### config.mk
export PLATFORM = sky130hd
export DESIGN_NAME = projection_frame_sched_flat
export DESIGN_NICKNAME = d
export VERILOG_FILES = /design/src/rtl/projection_frame_sched_if.sv /design/src/rtl/projection_frame_sched.sv /design/src/flat_wrapper.sv
export SDC_FILE = /design/constraint.sdc
export NUM_CORES = 1
export LEC_CHECK = 0
export ABC_AREA = 1
export BUFFER_PORTS_ARGS = -buffer_cell sky130_fd_sc_hd__buf_2
export CAP_MARGIN = 15
export CELL_PAD_IN_SITES_DETAIL_PLACEMENT = 0
export CELL_PAD_IN_SITES_GLOBAL_PLACEMENT = 1
export CORE_AREA = 4 4 101 127
export DETAILED_ROUTE_END_ITERATION = 16
export DIE_AREA = 0 0 105 131
export PLACE_DENSITY = 0.77
export SLEW_MARGIN = 40
export SYNTH_ARGS = -nofsm -noshare
export SYNTH_HDL_FRONTEND = slang
export SYNTH_SLANG_ARGS = --single-unit
### constraint.sdc
create_clock -name pixelclk -period 2.1 [get_ports pixelclk]
set_clock_uncertainty 0.05 [all_clocks]
set_input_delay 0.42 -clock pixelclk [delete_from_list [all_inputs] [get_ports pixelclk]]
set_output_delay 0.42 -clock pixelclk [all_outputs]
set_load 0.05 [all_outputs]
### src/rtl/projection_frame_sched_if.sv
// ============================================================================
// Module   : projection_frame_sched_if
// Brief    : Write/read port bundle between the frame scheduler and its
//            1-bit projection RAM.
// Revision : 1.0  initial release
// ============================================================================
`default_nettype none

interface projection_frame_sched_if #(
  parameter int ADDR_W = 12
);
  logic              ram_we;
  logic [ADDR_W-1:0] ram_waddr;
  logic              ram_di;
  logic [ADDR_W-1:0] ram_raddr;
  logic              ram_dout;

  modport master (
    output ram_we,
    output ram_waddr,
    output ram_di,
    output ram_raddr,
    input  ram_dout
  );

  modport slave (
    input  ram_we,
    input  ram_waddr,
    input  ram_di,
    input  ram_raddr,
    output ram_dout
  );
endinterface

`default_nettype wire

### src/rtl/projection_frame_sched.sv
// ============================================================================
// Module   : projection_frame_sched
// Brief    : Per-axis projection RAM scheduler: clear, accumulate one frame,
//            scan for the first marked run, publish, re-clear.
// Revision : 1.0  initial release
// ============================================================================
`default_nettype none

module projection_frame_sched #(
  parameter int IMG_WIDTH_LINE = 1024,
  parameter int ADDR_W         = 12,
  parameter int BORDER         = 3
) (
  input  wire logic                  pixelclk,
  input  wire logic                  reset_n,
  input  wire logic                  i_vs,
  input  wire logic                  i_de,
  input  wire logic [11:0]           i_coord,
  input  wire logic                  i_mark,
  projection_frame_sched_if.master   ram,
  output logic      [11:0]           o_lo,
  output logic      [11:0]           o_hi,
  output logic                       o_found,
  output logic                       o_valid,
  output logic                       o_busy,
  output logic                       o_drop
);

  localparam int                  c_cnt_w   = ADDR_W + 1;
  localparam logic [c_cnt_w-1:0]  c_last    = c_cnt_w'(IMG_WIDTH_LINE - 1);
  localparam logic [c_cnt_w-1:0]  c_n       = c_cnt_w'(IMG_WIDTH_LINE);
  localparam logic [12:0]         c_coord_n = 13'(IMG_WIDTH_LINE);
  localparam logic [12:0]         c_border  = 13'(BORDER);

  typedef enum logic [2:0] {
    S_INIT    = 3'd0,
    S_WAIT_VS = 3'd1,
    S_ACCUM   = 3'd2,
    S_SCAN    = 3'd3,
    S_PUBLISH = 3'd4,
    S_CLEAR   = 3'd5
  } state_t;

  state_t               r_state;
  state_t               w_state_nxt;
  logic                 r_vs;
  logic                 w_vs_fall;
  logic                 w_drop_req;
  logic                 w_clearing;
  logic                 w_mark_ok;
  logic [c_cnt_w-1:0]   r_cnt;
  logic                 r_rd_vld;
  logic [ADDR_W-1:0]    r_raddr_d;
  logic                 r_found;
  logic                 r_done;
  logic [ADDR_W-1:0]    r_lo;
  logic [ADDR_W-1:0]    r_hi;

  assign w_vs_fall  = r_vs & ~i_vs;
  assign w_clearing = (r_state == S_INIT) || (r_state == S_CLEAR);
  // Coordinates at or beyond the RAM depth are rejected, never wrapped.
  assign w_mark_ok  = i_de & i_mark & ({1'b0, i_coord} > c_border)
                    & ({1'b0, i_coord} < c_coord_n);

  always_ff @(posedge pixelclk or negedge reset_n) begin
    if (!reset_n) r_state <= S_INIT;
    else          r_state <= w_state_nxt;
  end

  always_comb begin
    w_state_nxt = r_state;
    o_busy      = 1'b0;
    w_drop_req  = 1'b0;
    case (r_state)
      S_INIT, S_CLEAR: begin
        o_busy     = 1'b1;
        w_drop_req = w_vs_fall;
        if (r_cnt == c_last) w_state_nxt = S_WAIT_VS;
      end
      S_WAIT_VS: begin
        if (w_vs_fall) w_state_nxt = S_ACCUM;
      end
      S_ACCUM: begin
        if (w_vs_fall) w_state_nxt = S_SCAN;
      end
      S_SCAN: begin
        o_busy     = 1'b1;
        w_drop_req = w_vs_fall;
        if (r_cnt == c_n) w_state_nxt = S_PUBLISH;
      end
      S_PUBLISH: begin
        o_busy      = 1'b1;
        w_drop_req  = w_vs_fall;
        w_state_nxt = S_CLEAR;
      end
      default: begin
        o_busy      = 1'b1;
        w_state_nxt = S_INIT;
      end
    endcase
  end

  // Shared sequencing counter: clear address in INIT/CLEAR, cycle index in SCAN.
  always_ff @(posedge pixelclk or negedge reset_n) begin
    if (!reset_n) begin
      r_vs  <= 1'b0;
      r_cnt <= '0;
    end else begin
      r_vs <= i_vs;
      if (w_state_nxt != r_state)
        r_cnt <= '0;
      else if (w_clearing || (r_state == S_SCAN))
        r_cnt <= r_cnt + c_cnt_w'(1);
    end
  end

  always_ff @(posedge pixelclk or negedge reset_n) begin
    if (!reset_n) begin
      ram.ram_we    <= 1'b0;
      ram.ram_waddr <= '0;
      ram.ram_di    <= 1'b0;
    end else if (w_clearing) begin
      ram.ram_we    <= 1'b1;
      ram.ram_waddr <= r_cnt[ADDR_W-1:0];
      ram.ram_di    <= 1'b0;
    end else if (r_state == S_ACCUM) begin
      ram.ram_we    <= w_mark_ok;
      ram.ram_waddr <= ADDR_W'(i_coord);
      ram.ram_di    <= w_mark_ok;
    end else begin
      ram.ram_we    <= 1'b0;
      ram.ram_di    <= 1'b0;
    end
  end

  // Read side: address walks 0..N-1, data is judged one cycle later against r_raddr_d.
  always_ff @(posedge pixelclk or negedge reset_n) begin
    if (!reset_n) begin
      ram.ram_raddr <= '0;
      r_raddr_d     <= '0;
      r_rd_vld      <= 1'b0;
      r_found       <= 1'b0;
      r_done        <= 1'b0;
      r_lo          <= '0;
      r_hi          <= '0;
    end else begin
      r_raddr_d <= ram.ram_raddr;
      r_rd_vld  <= (r_state == S_SCAN) && (r_cnt < c_n);
      if (r_state == S_SCAN) begin
        if (r_cnt < c_last) ram.ram_raddr <= ram.ram_raddr + ADDR_W'(1);
      end else begin
        ram.ram_raddr <= '0;
      end

      if (r_state == S_ACCUM) begin
        r_found <= 1'b0;
        r_done  <= 1'b0;
        r_lo    <= '0;
        r_hi    <= '0;
      end else if ((r_state == S_SCAN) && r_rd_vld && !r_done) begin
        if (ram.ram_dout) begin
          if (!r_found) begin
            r_found <= 1'b1;
            r_lo    <= r_raddr_d;
          end
          r_hi <= r_raddr_d;
        end else if (r_found) begin
          r_done <= 1'b1;
        end
      end
    end
  end

  always_ff @(posedge pixelclk or negedge reset_n) begin
    if (!reset_n) begin
      o_lo    <= '0;
      o_hi    <= '0;
      o_found <= 1'b0;
      o_valid <= 1'b0;
      o_drop  <= 1'b0;
    end else begin
      o_valid <= (r_state == S_PUBLISH);
      o_drop  <= w_drop_req;
      if (r_state == S_PUBLISH) begin
        o_found <= r_found;
        o_lo    <= r_found ? 12'(r_lo) : 12'd0;
        o_hi    <= r_found ? 12'(r_hi) : 12'd0;
      end
    end
  end

endmodule

`default_nettype wire

### src/flat_wrapper.sv
// flat-port wrapper written by rule: the top's interface ports become plain ports
module projection_frame_sched_flat 
#(
  parameter int IMG_WIDTH_LINE = 1024,
  parameter int ADDR_W         = 12,
  parameter int BORDER         = 3
)
  (pixelclk, reset_n, i_vs, i_de, i_coord, i_mark, o_lo, o_hi, o_found, o_valid, o_busy, o_drop, ram_ram_we, ram_ram_waddr, ram_ram_di, ram_ram_raddr, ram_ram_dout);
  projection_frame_sched_if #(.ADDR_W(ADDR_W)) ram_i ();
  input  wire logic pixelclk;
  input  wire logic reset_n;
  input  wire logic i_vs;
  input  wire logic i_de;
  input  wire logic [11:0] i_coord;
  input  wire logic i_mark;
  output logic      [11:0] o_lo;
  output logic      [11:0] o_hi;
  output logic o_found;
  output logic o_valid;
  output logic o_busy;
  output logic o_drop;
  output wire logic [$bits(ram_i.ram_we)-1:0] ram_ram_we;
  output wire logic [$bits(ram_i.ram_waddr)-1:0] ram_ram_waddr;
  output wire logic [$bits(ram_i.ram_di)-1:0] ram_ram_di;
  output wire logic [$bits(ram_i.ram_raddr)-1:0] ram_ram_raddr;
  input wire logic [$bits(ram_i.ram_dout)-1:0] ram_ram_dout;
  assign ram_ram_we = ram_i.ram_we;
  assign ram_ram_waddr = ram_i.ram_waddr;
  assign ram_ram_di = ram_i.ram_di;
  assign ram_ram_raddr = ram_i.ram_raddr;
  assign ram_i.ram_dout = ram_ram_dout;
  projection_frame_sched #(.IMG_WIDTH_LINE(IMG_WIDTH_LINE), .ADDR_W(ADDR_W), .BORDER(BORDER)) u_core (.pixelclk(pixelclk), .reset_n(reset_n), .i_vs(i_vs), .i_de(i_de), .i_coord(i_coord), .i_mark(i_mark), .ram(ram_i), .o_lo(o_lo), .o_hi(o_hi), .o_found(o_found), .o_valid(o_valid), .o_busy(o_busy), .o_drop(o_drop));
endmodule
==> flow_summary.ini, run 1 <==
[setup_path]
cp_max_fo = 7
cp-end-kind = primary output
path_class = flip-flop to primary output
cp_data_required_time_ns = 1.63
arrival_ns = 1.49
critPathLaunchType = flip-flop

[clock_tree]
clock_path_buffers = 2
clock-sinks = 109
cts_root_buf = clkbuf_16
cts.clk_slew.worst_paths_ns = 0.07
cts_tree = built
htree_levels = 3
numCtsBuffers = 9
insertion_delay_ns = 0.35

[die]
die_area_mm2 = 0.0138
core_mm2 = 0.0116
rows = 44
die_h_um = 131
start_util = 0.422
io_pins = 72
die_w_um = 105

[routing]
firstDrtPassIters = 5
drtAntennaViolNets = 0
remaining_drc_errors = 0
first_iter_violations = 174
vias = 3731
vias_per_cell = 4.95
post_drt_wl_per_cell_um = 13.9
drt-total-wl_um = 10500

[finish]
num_antenna_cells = 0
drive_above_1_share = 0.250
fin_area_mm2 = 0.00569
layout.cells.non_filler = 753
fin_util = 0.492
area_growth_syn_to_layout_pct = 16.5
fin_nets = 631

[timing]
worstMarginPinSlew_ns = 0.487
hold_slack_ns = 0.169
maxSlewViolCount = 0
hold_viol_final = 0
setup_viol = 0
slew_headroom = 0.675
max_freq_mhz = 511
fin_crit_sh = 0.933
period_minus_slack_ns = 1.96

[logic_synthesis]
synth-seq-area-share = 0.559
ys_warn_count = 0
synth_top_flop_cell = dfrtp_1
ys_ff_latch = 109
syn-num-nets = 560
synth_area_mm2 = 0.00488
synth_cell_types = 31
syn_inst = 539
syn_avg_cell_area_um2 = 9.06
synthArstFlopShare = 1.00
synth-edff-count = 0

[placed_design]
numPortBuffers = 71
gp_congestion = 0.821
dp_hpwl_um = 7740
place_inst = 736
place_area_mm2 = 0.00539

[power]
p_leak_nw = 3.03
vdd_ir_drop_max_uv = 325
power_density_mw_per_mm2 = 669
finalPower_mw = 3.81

[global_route]
grt_pass1_vias = 3789
grt-ovfl-total = 0
antenna_found_initial = 0
grt_first_pass_wirelength_um = 17900
grt_max_degree = 53
grt_usage = 0.162

[status]
status = finished, final reports clean

[flow_run]
cap_violations = 0

[min_path]
hold_class = primary input to flip-flop
-- cell type report --
cell class | count | area, um2
clock buffer | 10 | 239
fill | 1112 | 5870
timing repair buffer | 80 | 453
tap | 138 | 173
inverter | 56 | 213
clock inverter | 6 | 45.0
multi-input combinational | 354 | 1840
sequential | 109 | 2730
-- worst max-delay path, cell delays in order (launching register included) --
cell and delay, ns:
dfrtp_1 0.46, inv_2 0.16, nor2_2 0.06, nand2_2 0.10, nand2_1 0.07, inv_1 0.05
buf_2 0.25
-- flip-flops by register name, indices dropped and copies added (netlist names), 3 cells and up --
name	count
u_core.r_cnt	13
u_core.o_hi	12
u_core.o_lo	12
u_core.r_hi	12
u_core.r_lo	12
u_core.r_raddr_d	12
u_core.ram.ram_raddr	12
u_core.ram.ram_waddr	12
u_core.r_state	3
-- layer usage --
metal	part of all wire	wire length, um	track usage
met2	0.51	5380	0.294
met3	0.040	416	0.0339
met1	0.43	4540	0.191
met5	0	0	0
met4	0.015	155	0.0571
-- power breakdown --
part	total, mW	internal (mW)	switching [mW]
sequential	2.10	2.10	0.000702
combinational	0.0832	0.0244	0.0588
clock	1.63	0.846	0.780
total	3.81	2.97	0.840
-- what timing repair did --
item | 4_1_cts | 5_1_grt
gates resized for setup | 0 | 1
setup buffers | 0 | 0
hold endpoints to repair | 33 | 0
endpoints found under the setup margin | 0 | 13
hold buffers | 1 | 0
-- cells in the mapped netlist (3+ instances only) --
library cell | number | area, um2
nor2_2 | 14 | 87.6
nand3_2 | 5 | 50.1
o221ai_1 | 7 | 61.3
nor3_1 | 13 | 65.1
nand4_1 | 4 | 25.0
o21ai_2 | 13 | 114
inv_1 | 45 | 169
o211ai_1 | 5 | 37.5
o31ai_1 | 4 | 30.0
nand3_1 | 31 | 155
nand2_1 | 142 | 533
xor2_1 | 18 | 158
nor2_1 | 28 | 105
o21ai_0 | 34 | 170
inv_2 | 10 | 37.5
nand2_2 | 10 | 62.6
o21ai_1 | 12 | 60.1
a21oi_1 | 5 | 25.0
clkbuf_1 | 9 | 33.8
buf_6 | 3 | 33.8
buf_2 | 5 | 25.0
ha_1 | 3 | 37.5
dfrtp_1 | 109 | 2730
-- path summary, 6_finish.rpt --
kind / startpoint / end / slack, ns / depth (start not counted)
worst max-delay path: u_core.r_state[0] / o_busy / 0.14 / 6
worst min-delay path: i_vs / u_core.r_vs / 0.17 / 1
worst max register to register: u_core.r_cnt[0] / u_core.r_cnt[0] / 0.20 / 11
worst min register to register: u_core.ram.ram_raddr[2] / u_core.r_raddr_d[2] / 0.41 / 0
max in group asynchronous: reset_n / u_core.r_raddr_d[6] / 0.88 / 3
min in group asynchronous: reset_n / u_core.o_lo[2] / 0.52 / 2
-- metrics by stage --
stage / setup TNS [ns] / setup WS [ns]
after detailed placement: 0 / 0.103
after global routing: -0.00708 / -0.00520
after floorplan: 0 / 0.150
after global placement: 0 / 0.201
final: 0 / 0.142
after CTS: 0 / 0.0953
-- cells by family after synthesis --
family	count (synthesis)	synth area share
simple gates	252	0.232
flops	109	0.559
compound gates	81	0.104
buf+inv	76	0.0656
xor+xnor	18	0.0323
fa+ha+maj	3	0.00769
-- layout by cell type (no fill, tap or decap), types with 5 or more instances in the layout --
master     instances
a21oi_1            5
buf_2             70
buf_4              7
clkbuf_16          9
dfrtp_1          109
inv_1             45
inv_2             10
nand2_1          142
nand2_2            9
nand3_1           31
nand3_2            5
nor2_1            28
nor2_2            14
nor3_1            13
o211ai_1           5
o21ai_0           34
o21ai_1           12
o21ai_2           13
o221ai_1           7
xor2_1            18
Note: power is estimated with default switching activity, not from simulation.
==> run 2: changes to the inputs <==
--- a/config.mk
+++ b/config.mk
@@ -8,7 +8,7 @@
 export ABC_AREA = 1
 export BUFFER_PORTS_ARGS = -buffer_cell sky130_fd_sc_hd__buf_2
 export CAP_MARGIN = 15
-export CELL_PAD_IN_SITES_DETAIL_PLACEMENT = 0
+export CELL_PAD_IN_SITES_DETAIL_PLACEMENT = 1
 export CELL_PAD_IN_SITES_GLOBAL_PLACEMENT = 1
 export CORE_AREA = 4 4 101 127
 export DETAILED_ROUTE_END_ITERATION = 16
==> run 2 against run 1 <==
Against the previous run: via count rose by 3.1%; sequential cell count did not move; first-iteration DRC count fell by 9.2%; die area did not move; global-route usage rose by 2.1 points; cell count did not move; critical path type unchanged.
==> flow_summary.ini, run 2 (synthesis gave the netlist of run 1 again) <==
[die]
start_util = 0.422
io_pins = 72
die_area_mm2 = 0.0138
core_mm2 = 0.0116
die_h_um = 131
rows = 44
die_w_um = 105

[finish]
fin_area_mm2 = 0.00571
drive_above_1_share = 0.255
num-fill-cells = 1382
fin_nets = 631
largest_reg_flops = 13
area_growth_syn_to_layout_pct = 16.9
final_cell_mix = nand2_1 (142), dfrtp_1 (107), buf_2 (70)
num_antenna_cells = 0
layout_commonest_cell = nand2_1
largest_register = u_core.r_cnt

[flow_run]
cap_violations = 0

[placed_design]
dp_slack_ns = 0.0323
gp_congestion = 0.821
dp_hpwl_um = 8790
place_area_mm2 = 0.00539
numPortBuffers = 71

[global_route]
grt-ovfl-total = 0
grt_pass1_vias = 4123
grt_first_pass_wirelength_um = 20000
grt_usage = 0.183
grt_max_degree = 53
antenna_found_initial = 0

[setup_path]
critPathLaunchType = flip-flop
rr_worst_depth = 11
cp-end-kind = primary output
path_class = flip-flop to primary output
arrival_ns = 1.51
cp_data_required_time_ns = 1.63
cp_max_fo = 6

[timing]
max_freq_mhz = 505
hold_slack_ns = 0.160
maxSlewViolCount = 0
hold_viol_final = 0
rsz0062_at_grt = false
fin_crit_sh = 0.943
slew_headroom = 0.658
tns_ns = 0
setup_viol = 0
period_minus_slack_ns = 1.98
worstMarginPinSlew_ns = 0.513
worst_slack_ns = 0.121

[min_path]
holdPathStages = 1
hold_class = primary input to flip-flop

[clock_tree]
htree_levels = 3
cts.clk_slew.worst_paths_ns = 0.07
clock-sinks = 109
cts_setup_buffers = 0
numCtsBuffers = 9
cts_tree = built
insertion_delay_ns = 0.36
clock_path_buffers = 2
cts_root_buf = clkbuf_16

[power]
seq_power_share = 0.540
power_density_mw_per_mm2 = 681
p_leak_nw = 3.04
pwr-share-clk = 0.438
vdd_ir_drop_max_uv = 319
swShare = 0.232
finalPower_mw = 3.89
pwr-share-comb = 0.022
p_int_mw = 2.99
netSwitchingPower_mw = 0.901

[routing]
vias = 3847
firstDrtPassIters = 4
post_drt_wl_per_cell_um = 15.8
vias_per_cell = 5.11
drt-total-wl_um = 11900
drtAntennaViolNets = 0
first_iter_violations = 158
remaining_drc_errors = 0

[status]
status = finished, final reports clean
[run 2: path summary, 6_finish.rpt]
check / startpoint / to / slack, ns
worst min register to register: u_core.ram.ram_raddr[2] / u_core.r_raddr_d[2] / 0.41
worst max register to register: u_core.r_cnt[0] / u_core.r_cnt[2] / 0.19
worst max-delay path: u_core.r_state[2] / o_busy / 0.12
worst min-delay path: i_vs / u_core.r_vs / 0.16
min in group asynchronous: reset_n / u_core.o_lo[3] / 0.51
max in group asynchronous: reset_n / u_core.ram.ram_waddr[10] / 0.88
[run 2: repair_timing]
item | 4_1_cts | 5_1_grt
hold buffers | 1 | 0
hold endpoints to repair | 33 | 0
gates resized for setup | 0 | 4
setup endpoints to repair | 0 | 15
[run 2: metrics by stage]
stage          cells   util
4_1_cts          753  0.493
3_5_place_dp     736  0.466
6_report         753  0.494
3_3_place_gp     736  0.466
5_1_grt          753  0.494
2_1_floorplan    539      -
[run 2: power groups by stage]
stage / clock [mW] / combinational, mW / sequential [mW]
2_1_floorplan: 0 / 0.00955 / 2.15
3_3_place_gp: 0 / 0.0850 / 2.14
3_5_place_dp: 0 / 0.0872 / 2.14
4_1_cts: 1.74 / 0.0890 / 2.10
5_1_grt: 1.83 / 0.0980 / 2.10
6_report: 1.70 / 0.0843 / 2.10
[run 2: cell type report]
| class | instances | area, um2 | share of cell area |
|---|---|---|---|
| flip-flops and latches | 109 | 2730 | 0.478 |
| multi-input cells | 354 | 1850 | 0.323 |
| repair buffers | 80 | 453 | 0.0794 |
| clock buffers | 10 | 239 | 0.0419 |
| inverters | 56 | 213 | 0.0373 |
| well taps | 138 | 173 | 0.0303 |
| clock inverters | 6 | 53.8 | 0.00943 |
[run 2: per-layer routing]
metal,track usage,part of all wire,vias to the layer above
li1,-,-,1876
met1,0.205,0.42,1902
met2,0.348,0.53,55
met3,0.0314,0.028,14
met4,0.0703,0.019,0
met5,0,0,-
[run 2: worst max-delay path, cell delays in order (launching register included)]
cell and delay (ns):
dfrtp_1 0.49, nor2_4 0.20, nand2_1 0.13, nand2_1 0.10, inv_1 0.04, buf_2 0.20
